### config.mk
export PLATFORM = sky130hd
export DESIGN_NAME = cam_cmd_sequencer
export DESIGN_NICKNAME = d
export VERILOG_FILES = /design/src/rtl/cam_pkg.sv /design/src/rtl/cam_tag_popcount.sv /design/src/rtl/cam_cmd_sequencer.sv
export SDC_FILE = /design/constraint.sdc
export NUM_CORES = 1
export LEC_CHECK = 0
export CAP_MARGIN = 30
export CORE_UTILIZATION = 40
export CTS_CLUSTER_SIZE = 10
export DETAILED_ROUTE_END_ITERATION = 8
export PLACE_DENSITY = 0.77
export SYNTH_ARGS = -nofsm -noshare
export SYNTH_HDL_FRONTEND = slang
export SYNTH_SLANG_ARGS = --single-unit
### constraint.sdc
create_clock -name CLK -period 7.6 [get_ports CLK]
set_clock_uncertainty 0.15 [all_clocks]
set_input_delay 1.52 -clock CLK [delete_from_list [all_inputs] [get_ports CLK]]
set_output_delay 1.52 -clock CLK [all_outputs]
set_load 0.02 [all_outputs]
### src/rtl/cam_pkg.sv
// Shared opcodes, FSM state encoding and default timing for the cam command sequencer.
package cam_pkg;

    localparam logic [2:0] OP_SET_ALL      = 3'd0;
    localparam logic [2:0] OP_SEARCH       = 3'd1;
    localparam logic [2:0] OP_SELECT_FIRST = 3'd2;
    localparam logic [2:0] OP_WRITE        = 3'd3;
    localparam logic [2:0] OP_READ         = 3'd4;

    localparam int DEF_NUM_BITS      = 32;
    localparam int DEF_NUM_CELLS     = 100;
    localparam int DEF_PULSE_CYCLES  = 2;
    localparam int DEF_SETTLE_CYCLES = 3;

    typedef enum logic [1:0] {
        ST_IDLE   = 2'd0,
        ST_PULSE  = 2'd1,
        ST_SETTLE = 2'd2,
        ST_RESP   = 2'd3
    } state_t;

    function automatic logic op_is_legal(input logic [2:0] op);
        return (op <= OP_READ);
    endfunction

endpackage

### src/rtl/cam_tag_popcount.sv
// Combinational count of set tag wires; the caller registers the result.
module cam_tag_popcount #(
    parameter int NUM_CELLS = 100,
    parameter int CW        = $clog2(NUM_CELLS + 1)
) (
    input  logic [NUM_CELLS-1:0] i_tags,
    output logic [CW-1:0]        o_count
);

    always_comb begin
        o_count = '0;
        for (int i = 0; i < NUM_CELLS; i++) begin
            o_count = o_count + CW'(i_tags[i]);
        end
    end

endmodule

### src/rtl/cam_cmd_sequencer.sv
// Command-level initiator for one cam instance: turns valid/ready ops into timed strobe pulses
// and returns sampled tag/read results on a valid/ready response port.
module cam_cmd_sequencer
    import cam_pkg::*;
#(
    parameter int NUM_BITS      = DEF_NUM_BITS,
    parameter int NUM_CELLS     = DEF_NUM_CELLS,
    parameter int PULSE_CYCLES  = DEF_PULSE_CYCLES,
    parameter int SETTLE_CYCLES = DEF_SETTLE_CYCLES,
    parameter int CW            = $clog2(NUM_CELLS + 1)
) (
    input  logic                  CLK,
    input  logic                  RST,
    input  logic                  cmd_valid,
    output logic                  cmd_ready,
    input  logic [2:0]            cmd_op,
    input  logic [NUM_BITS-1:0]   cmd_data,
    input  logic [NUM_BITS-1:0]   cmd_mask,
    output logic                  rsp_valid,
    input  logic                  rsp_ready,
    output logic [NUM_BITS-1:0]   rsp_data,
    output logic                  rsp_any,
    output logic [CW-1:0]         rsp_count,
    output logic                  rsp_err,
    output logic [NUM_BITS-1:0]   cam_comparand,
    output logic [NUM_BITS-1:0]   cam_mask,
    output logic                  cam_set,
    output logic                  cam_perform_search,
    output logic                  cam_select_first,
    output logic [2*NUM_BITS-1:0] cam_write_lines,
    input  logic [NUM_CELLS-1:0]  cam_tag_wires,
    input  logic [NUM_BITS-1:0]   cam_read_lines,
    output logic [1:0]            dbg_state
);

    localparam int MAX_LEN = (PULSE_CYCLES > SETTLE_CYCLES) ? PULSE_CYCLES : SETTLE_CYCLES;
    localparam int CNT_W   = $clog2(MAX_LEN + 1);

    state_t                r_state;
    logic                  r_cmd_ready;
    logic [2:0]            r_op;
    logic [NUM_BITS-1:0]   r_data;
    logic [NUM_BITS-1:0]   r_mask;
    logic [CNT_W-1:0]      r_cnt;
    logic                  r_phase;
    logic                  r_set;
    logic                  r_search;
    logic                  r_select;
    logic [2*NUM_BITS-1:0] r_wl;
    logic                  r_rsp_valid;
    logic [NUM_BITS-1:0]   r_rsp_data;
    logic                  r_rsp_any;
    logic [CW-1:0]         r_rsp_count;
    logic                  r_rsp_err;

    logic [2*NUM_BITS-1:0] w_write_lines;
    logic [CW-1:0]         w_tag_count;

    // Each bit drives a {clear,set} pair; masked-off bits leave both lines low.
    always_comb begin
        w_write_lines = '0;
        for (int i = 0; i < NUM_BITS; i++) begin
            w_write_lines[2*i]   = cmd_data[i] & cmd_mask[i];
            w_write_lines[2*i+1] = ~cmd_data[i] & cmd_mask[i];
        end
    end

    cam_tag_popcount #(.NUM_CELLS(NUM_CELLS), .CW(CW)) u_popcount (
        .i_tags  (cam_tag_wires),
        .o_count (w_tag_count)
    );

    // Both ports transfer on a cycle where valid&ready are high; cmd_ready is high only in IDLE,
    // and a response holds all rsp_* fields until rsp_ready is seen.
    always_ff @(posedge CLK) begin
        if (RST) begin
            r_state     <= ST_IDLE;
            r_cmd_ready <= 1'b1;
            r_op        <= '0;
            r_data      <= '0;
            r_mask      <= '0;
            r_cnt       <= '0;
            r_phase     <= 1'b0;
            r_set       <= 1'b0;
            r_search    <= 1'b0;
            r_select    <= 1'b0;
            r_wl        <= '0;
            r_rsp_valid <= 1'b0;
            r_rsp_data  <= '0;
            r_rsp_any   <= 1'b0;
            r_rsp_count <= '0;
            r_rsp_err   <= 1'b0;
        end else begin
            case (r_state)
                ST_IDLE: begin
                    if (cmd_valid) begin
                        r_cmd_ready <= 1'b0;
                        r_op        <= cmd_op;
                        r_data      <= cmd_data;
                        r_mask      <= cmd_mask;
                        r_phase     <= 1'b0;
                        if (op_is_legal(cmd_op)) begin
                            r_state  <= ST_PULSE;
                            r_cnt    <= CNT_W'(PULSE_CYCLES - 1);
                            r_set    <= (cmd_op == OP_SET_ALL) || (cmd_op == OP_SEARCH);
                            r_select <= (cmd_op == OP_SELECT_FIRST);
                            r_wl     <= (cmd_op == OP_WRITE) ? w_write_lines : '0;
                        end else begin
                            r_state     <= ST_RESP;
                            r_rsp_valid <= 1'b1;
                            r_rsp_err   <= 1'b1;
                            r_rsp_data  <= '0;
                            r_rsp_any   <= 1'b0;
                            r_rsp_count <= '0;
                        end
                    end
                end
                ST_PULSE: begin
                    if (r_cnt == '0) begin
                        r_set    <= 1'b0;
                        r_search <= 1'b0;
                        r_select <= 1'b0;
                        r_wl     <= '0;
                        r_state  <= ST_SETTLE;
                        r_cnt    <= CNT_W'(SETTLE_CYCLES - 1);
                    end else begin
                        r_cnt <= r_cnt - CNT_W'(1);
                    end
                end
                ST_SETTLE: begin
                    if (r_cnt != '0) begin
                        r_cnt <= r_cnt - CNT_W'(1);
                    end else if ((r_op == OP_SEARCH) && !r_phase) begin
                        r_phase  <= 1'b1;
                        r_state  <= ST_PULSE;
                        r_cnt    <= CNT_W'(PULSE_CYCLES - 1);
                        r_search <= 1'b1;
                    end else begin
                        r_state     <= ST_RESP;
                        r_rsp_valid <= 1'b1;
                        r_rsp_err   <= 1'b0;
                        r_rsp_data  <= (r_op == OP_READ) ? cam_read_lines : '0;
                        r_rsp_any   <= |cam_tag_wires;
                        r_rsp_count <= w_tag_count;
                    end
                end
                ST_RESP: begin
                    if (rsp_ready) begin
                        r_rsp_valid <= 1'b0;
                        r_state     <= ST_IDLE;
                        r_cmd_ready <= 1'b1;
                    end
                end
                default: begin
                    r_state     <= ST_IDLE;
                    r_cmd_ready <= 1'b1;
                end
            endcase
        end
    end

    assign cmd_ready          = r_cmd_ready;
    assign rsp_valid          = r_rsp_valid;
    assign rsp_data           = r_rsp_data;
    assign rsp_any            = r_rsp_any;
    assign rsp_count          = r_rsp_count;
    assign rsp_err            = r_rsp_err;
    assign cam_comparand      = r_data;
    assign cam_mask           = r_mask;
    assign cam_set            = r_set;
    assign cam_perform_search = r_search;
    assign cam_select_first   = r_select;
    assign cam_write_lines    = r_wl;
    assign dbg_state          = r_state;

endmodule

==> run metrics, run 1 <==
status finished, violations left; failing checks negative setup slack; Starting Density between 40 and 50%; Std-Cell Rows 56; CP required about 7.8 ns; critical path capture point type flip-flop; sequential area share after synthesis about 38%; crit start category primary input; Worst Hold Class flip-flop to flip-flop; post-placement cell count 1,779; CTS tree yes; total track usage between 20 and 30%; Fmax achieved 131 MHz; final setup fails 2; kind of critical path primary input to flip-flop; post-route ant nets 0; Mean Syn Cell Area 8.69 µm²; initial antenna violation count 1; unrepaired setup endpoints after global routing true; routed length per placed instance around 18 µm; clock-pin slew on the worst setup and hold paths about 0.07 ns; CTS Root Cell clkbuf_16; final net count 1,800; top-area cell type share of the netlist area a little under two fifths; initial DRC count 630; DRC 0; Yosys reg bits 182; CP Max Fanout 3; Post-synth ARST share 0%; largest net degree at the start of global routing 73; top_reg_cell synth dfxtp_1; clock buffer count from CTS 17; Antenna Cells 0; setup TNS -0.0508 ns; Post-Layout Cell Count between 1,500 and 2,000; final hold slack 0.303 ns; mapped cell area 9670 µm²; final hold violation count 0; Final WS setup -0.0386 ns; IO buf count around 380; # IOs 379; syn_nets 1,432; number of clock sinks ~180; vias per cell between 5 and 6; worst rel slew slack 48.0%; post-synthesis cell count between 1,000 and 1,500; Yosys top cell by area dfxtp_1; grt ovf 0; die width roughly 160 µm; Worst-Skew Late Latency roughly 0.42 ns; Synth area leaders dfxtp_1, fa_1, nand2_1, a21oi_1, inv_1; Die Y between 150 and 200 µm; MaxCap Viol Count 0; via count between 9,000 and 10,000; Core Box Area about 24,000 µm²; Worst-Margin Slew a little under 0.8 ns; first-pass GRT wire length 48.2 mm; clk buf depth 2; Distinct cells, synth between 40 and 50; layout cell share with drive strength beyond 1 a little over a tenth; gpl congestion 0.956; htree depth 4; period utilisation layout 101%; drt pass-1 iters 5; vias in the first global route between 9,000 and 10,000; Post-synth EDFFs 0; DIE AREA between 20,000 and 25,000 µm²; Yosys warnings 0; Slew Limit Fails 0; layout overhead on the synthesized area 50.2%; routed wire length around 32 mm; CP Data Arrival Time 7.82 ns; HPWL Detailed ~25 mm; CTS Hold Bufs 0; Tmin final around 7.6 ns
area by class of cell:
type / count / area [µm²]
well taps: 319 / 399
fillers: 2048 / 9080
clock inverters: 14 / 173
multi-input cells: 717 / 5320
repair buffers: 415 / 3990
flip-flops and latches: 182 / 3640
inverters: 148 / 563
clock buffers: 18 / 439
cell families after synthesis:
logic type,share of synthesized area (%)
DFF,37.7
buffers and inverters,8.49
AOI/OAI and AO/OA,12.1
and+or+nand+nor,19.8
adders and majority gates,21.8
muxes,0.103
synthesized netlist by cell type (3+ instances only):
| master | count |
|---|---|
| a211oi_1 | 3 |
| a21oi_1 | 146 |
| a22oi_1 | 35 |
| buf_1 | 9 |
| buf_2 | 14 |
| clkbuf_1 | 43 |
| dfxtp_1 | 182 |
| fa_1 | 88 |
| ha_1 | 28 |
| inv_1 | 148 |
| nand2_1 | 213 |
| nand2b_1 | 4 |
| nand3_1 | 5 |
| nand3b_1 | 3 |
| nand4_1 | 40 |
| nand4b_1 | 33 |
| nor2_1 | 44 |
| nor2b_1 | 7 |
| nor3_1 | 7 |
| nor4_1 | 24 |
| o21ai_0 | 6 |
| or3_1 | 3 |
sequential cells by signal, summed over array words and instances, names as in the netlist:
signal and cells:
cam_comparand 32, cam_mask 32, cam_perform_search 1, cam_select_first 1
cam_set 1, cam_write_lines 64, cmd_ready 1, dbg_state 2
r_cnt 2, r_op 3, r_phase 1, rsp_any 1
rsp_count 7, rsp_data 32, rsp_err 1, rsp_valid 1
per-layer routing:
layer	global-route usage (%)	vias to the layer above	wire (µm)
met5	0	-	12
met4	9.57	2	1100
met3	8.48	63	2810
met2	43.9	365	15700
met1	29.3	4326	12400
li1	-	4409	-
path summary, 6_finish.rpt:
check,end,depth (start not counted),slack (ns),from
worst max-delay path,rsp_count[6],18,-0.04,cam_tag_wires[12]
worst min-delay path,cam_write_lines[36],2,0.30,cam_write_lines[36]
worst max register to register,cam_write_lines[38],7,4.76,dbg_state[0]
worst min register to register,cam_write_lines[36],2,0.30,cam_write_lines[36]
critical path: stages:
cell           delay (ns)
dlygate4sd2_1        0.27
fa_1                 0.55
inv_1                0.06
fa_2                 0.55
fa_1                 0.45
fa_2                 0.55
fa_1                 0.46
fa_2                 0.57
fa_2                 0.44
fa_2                 0.57
fa_2                 0.45
fa_2                 0.39
fa_2                 0.37
nand2b_4             0.16
a21oi_2              0.13
o21a_1               0.15
o211ai_1             0.08
o311ai_1             0.09
what timing repair did:
action | 4_1_cts | 5_1_grt
resized for setup | 78 | 109
pin swaps | 47 | 66
endpoints found under the setup margin | 6 | 6
buffers inserted | 3 | 1
layout by cell type (no fill, tap or decap), types with 3 or more instances in the layout:
| cell | instances |
|---|---|
| a211oi_1 | 3 |
| a21oi_1 | 143 |
| a22oi_1 | 35 |
| buf_4 | 35 |
| buf_6 | 4 |
| buf_8 | 4 |
| clkbuf_16 | 17 |
| clkbuf_2 | 21 |
| clkdlybuf4s15_1 | 9 |
| clkdlybuf4s50_1 | 328 |
| clkinv_8 | 4 |
| dfxtp_1 | 182 |
| dlygate4sd2_1 | 13 |
| fa_1 | 70 |
| fa_2 | 18 |
| ha_1 | 26 |
| inv_1 | 121 |
| inv_2 | 24 |
| inv_4 | 3 |
| inv_8 | 5 |
| nand2_1 | 212 |
| nand3_1 | 5 |
| nand3b_1 | 3 |
| nand4_1 | 40 |
| nand4b_1 | 33 |
| nor2_1 | 44 |
| nor2b_1 | 6 |
| nor3_1 | 7 |
| nor4_1 | 24 |
| o21ai_0 | 5 |
| or3_1 | 3 |
per-stage QoR:
step | util, % | area [µm²] | setup slack (ns)
final | 61.5 | 14500 | -0.0386
after global placement | 58.8 | 13900 | -0.748
after global routing | 61.5 | 14500 | -0.209
after floorplan | - | 9680 | -0.0589
after detailed placement | 58.9 | 13900 | -0.916
after CTS | 61.5 | 14500 | -0.208
Power of run 1 is left out: the tool's default activity adds up to more than one toggle a clock period on the data nets, which glitch-free logic cannot reach.
==> run 2, diff against run 1 <==
- CORE_UTILIZATION: 40 -> 25
- CTS_CLUSTER_SIZE: 10 -> 12
- PLACE_DENSITY: 0.77 -> unset
- clock period: 7.6 -> 8.77 ns (I/O delays scaled with it)
==> run 2 against run 1 <==
  * The flow now finishes without violations
  * Largest cell class unchanged
  * Die area is 59% higher
  * Via count is 2.1% lower
  * Sequential share of layout area about the same
  * Register-to-register slack better by 0.95 ns
  * Count of clock-buffer cells in the layout decreased by 1
==> run metrics, run 2 (synthesis results as in run 1) <==
layout cell share with drive strength beyond 1 around 3.4%; most common cell after layout, fill and taps aside clkdlybuf4s50_1; Post-CTS Setup Inserts 0; status complete, no violations; max incr delay on CP about 0.57 ns; Post-Layout Cell Count slightly below 2,000; post-placement cell count 1,945; layout overhead on the synthesized area 50.4%; met1 Use GR about a fifth; die width between 150 and 200 µm; IO buf count roughly 380; largest net degree at the start of global routing around 100; Slew Limit Fails 0; drt pass-1 iters 5; vias per cell ~4.5; CP Max Fanout 3; via count about 9,000; final net count ~1,800; Cell Area, Placed ~14,000 µm²; Die Y between 150 and 200 µm; Worst-Skew Late Latency about 0.43 ns; CTS tree yes; busiest grt layer met2; vias in the first global route about 9,000; Core Box Area 37,800 µm²; clk buf depth 2; CP Cell Sequence clkdlybuf4s50_1, inv_1, ha_1, inv_1, fa_1, fa_1, fa_1, fa_1, fa_1, fa_1, fa_1, fa_1, fa_1, fa_1, fa_1, nand2b_1, a21oi_1, o21a_1, o211ai_1, o311ai_0; period utilisation layout a little over nine tenths; slowest library cell on the worst path fa_1; Tmin final 8.35 ns; Logic pwr share between 70% and 80%; Starting Density between 20% and 30%; CTS Hold Bufs 0; post-route ant nets 0; DIE AREA around 40,000 µm²; Worst-Margin Slew 0.940 ns; CTS Root Cell clkbuf_16; Sw Share about 49%; P per Cell Area approximately 510 nW/µm²; critical path capture point type flip-flop; GR Util met2 around 30%; Final Power between 7 and 8 mW; clock-pin slew on the worst setup and hold paths roughly 0.080 ns; Setup WS pre-CTS -0.0516 ns; CP Data Arrival Time roughly 8.5 ns; kind of critical path primary input to flip-flop; MaxCap Viol Count 0; worst vdd ir 0.00149 V; GR Util met3 3.98%; Worst path top cell family by delay adder cells; grt ovf 0; commonest non-fill, non-tap cells in the layout clkdlybuf4s50_1, nand2_1, dfxtp_1, inv_1, a21oi_1; Worst Setup SP cam_tag_wires[0]; htree depth 4; setup TNS 0 ns; Clk pwr share a little over a tenth; Fmax achieved approximately 120 MHz; CP most frequent cell fa_1; Reg2Reg Launch Point dbg_state[0]; post-cts sizing count 0; worst rel slew slack 37.3%; final setup fails 0; internal power ~3.8 mW; Worst Hold Class flip-flop to flip-flop; clock buffer count from CTS 17; initial antenna violation count 4; final hold violation count 0; DRC 0; unrepaired setup endpoints after global routing false; routed length per placed instance around 17 µm; total track usage between 10% and 20%; leak pwr 5.52 nW; number of clock sinks around 180; CP required 8.95 ns; max reg flops 64; HP Start cam_select_first; # IOs 379; routed wire length approximately 34 mm; Design Area, Final between 10,000 and 15,000 µm²; initial DRC count 375; share of power burned in registers about an eighth; Final WS setup ~0.42 ns; gpl congestion 0.967; HPWL Detailed roughly 26 mm; first-pass GRT wire length approximately 51 mm; crit start category primary input; Std-Cell Rows around 70; Buf/Inv on CP 3; P_sw roughly 3.6 mW
[run 2: cell types whose count changed in the layout (fill, tap and decap cells not counted), moves of 4 or more]
cell / previous run / this run
buf_4: 35 / 8
clkbuf_2: 21 / 0
clkdlybuf4s15_1: 9 / 0
clkdlybuf4s50_1: 328 / 377
diode_2: 0 / 4
dlygate4sd2_1: 13 / 0
fa_1: 70 / 88
fa_2: 18 / 0
inv_1: 121 / 148
inv_2: 24 / 0
[run 2: cell type report]
class | count | area (µm²)
multi-input cells | 717 | 5230
fillers | 3921 | 23300
clock inverters | 15 | 184
flip-flops and latches | 182 | 3640
well taps | 511 | 639
inverters | 148 | 556
repair buffers | 387 | 3860
diodes | 4 | 10.0
clock buffers | 17 | 425
[run 2: final timing paths]
path | to | slack (ns) | depth (start not counted)
worst max register to register | rsp_data[13] | 5.71 | 8
worst min register to register | cam_select_first | 0.30 | 2
worst max-delay path | rsp_count[6] | 0.42 | 20
worst min-delay path | cam_select_first | 0.30 | 2
[run 2: routing by layer]
layer / vias to the layer above / part of all wire (%)
met4: 0 / 2.6
met5: - / 0
li1: 4360 / -
met2: 270 / 50
met1: 4307 / 41
met3: 37 / 6.1
[run 2: per-stage QoR]
step	utilization [%]	hold WS [ns]
5_1_grt	38.4	0.313
6_report	38.4	0.299
2_1_floorplan	-	0.303
4_1_cts	38.4	0.302
3_3_place_gp	36.8	0.288
3_5_place_dp	36.8	0.292
[run 2: worst reg2reg max path, stage by stage, from the launching register on]
cell and delay (ns):
dfxtp_1 0.35, inv_1 0.09, ha_1 0.64, nor2_1 0.21
or3_1 0.48, nor3_4 0.62, buf_8 0.25, a22oi_1 0.09
nor2_1 0.12
[run 2: power by group through the flow]
stage               logic (mW)  registers (mW)  clock network [mW]
CTS                       5.77           0.961               0.827
global route              6.63           0.972               0.859
global placement          5.63           0.976                   0
floorplan                 4.29            1.07                   0
detailed placement        5.74           0.979                   0
finish                    5.69           0.960               0.796
No activity file was read; power rests on OpenSTA's default activity.
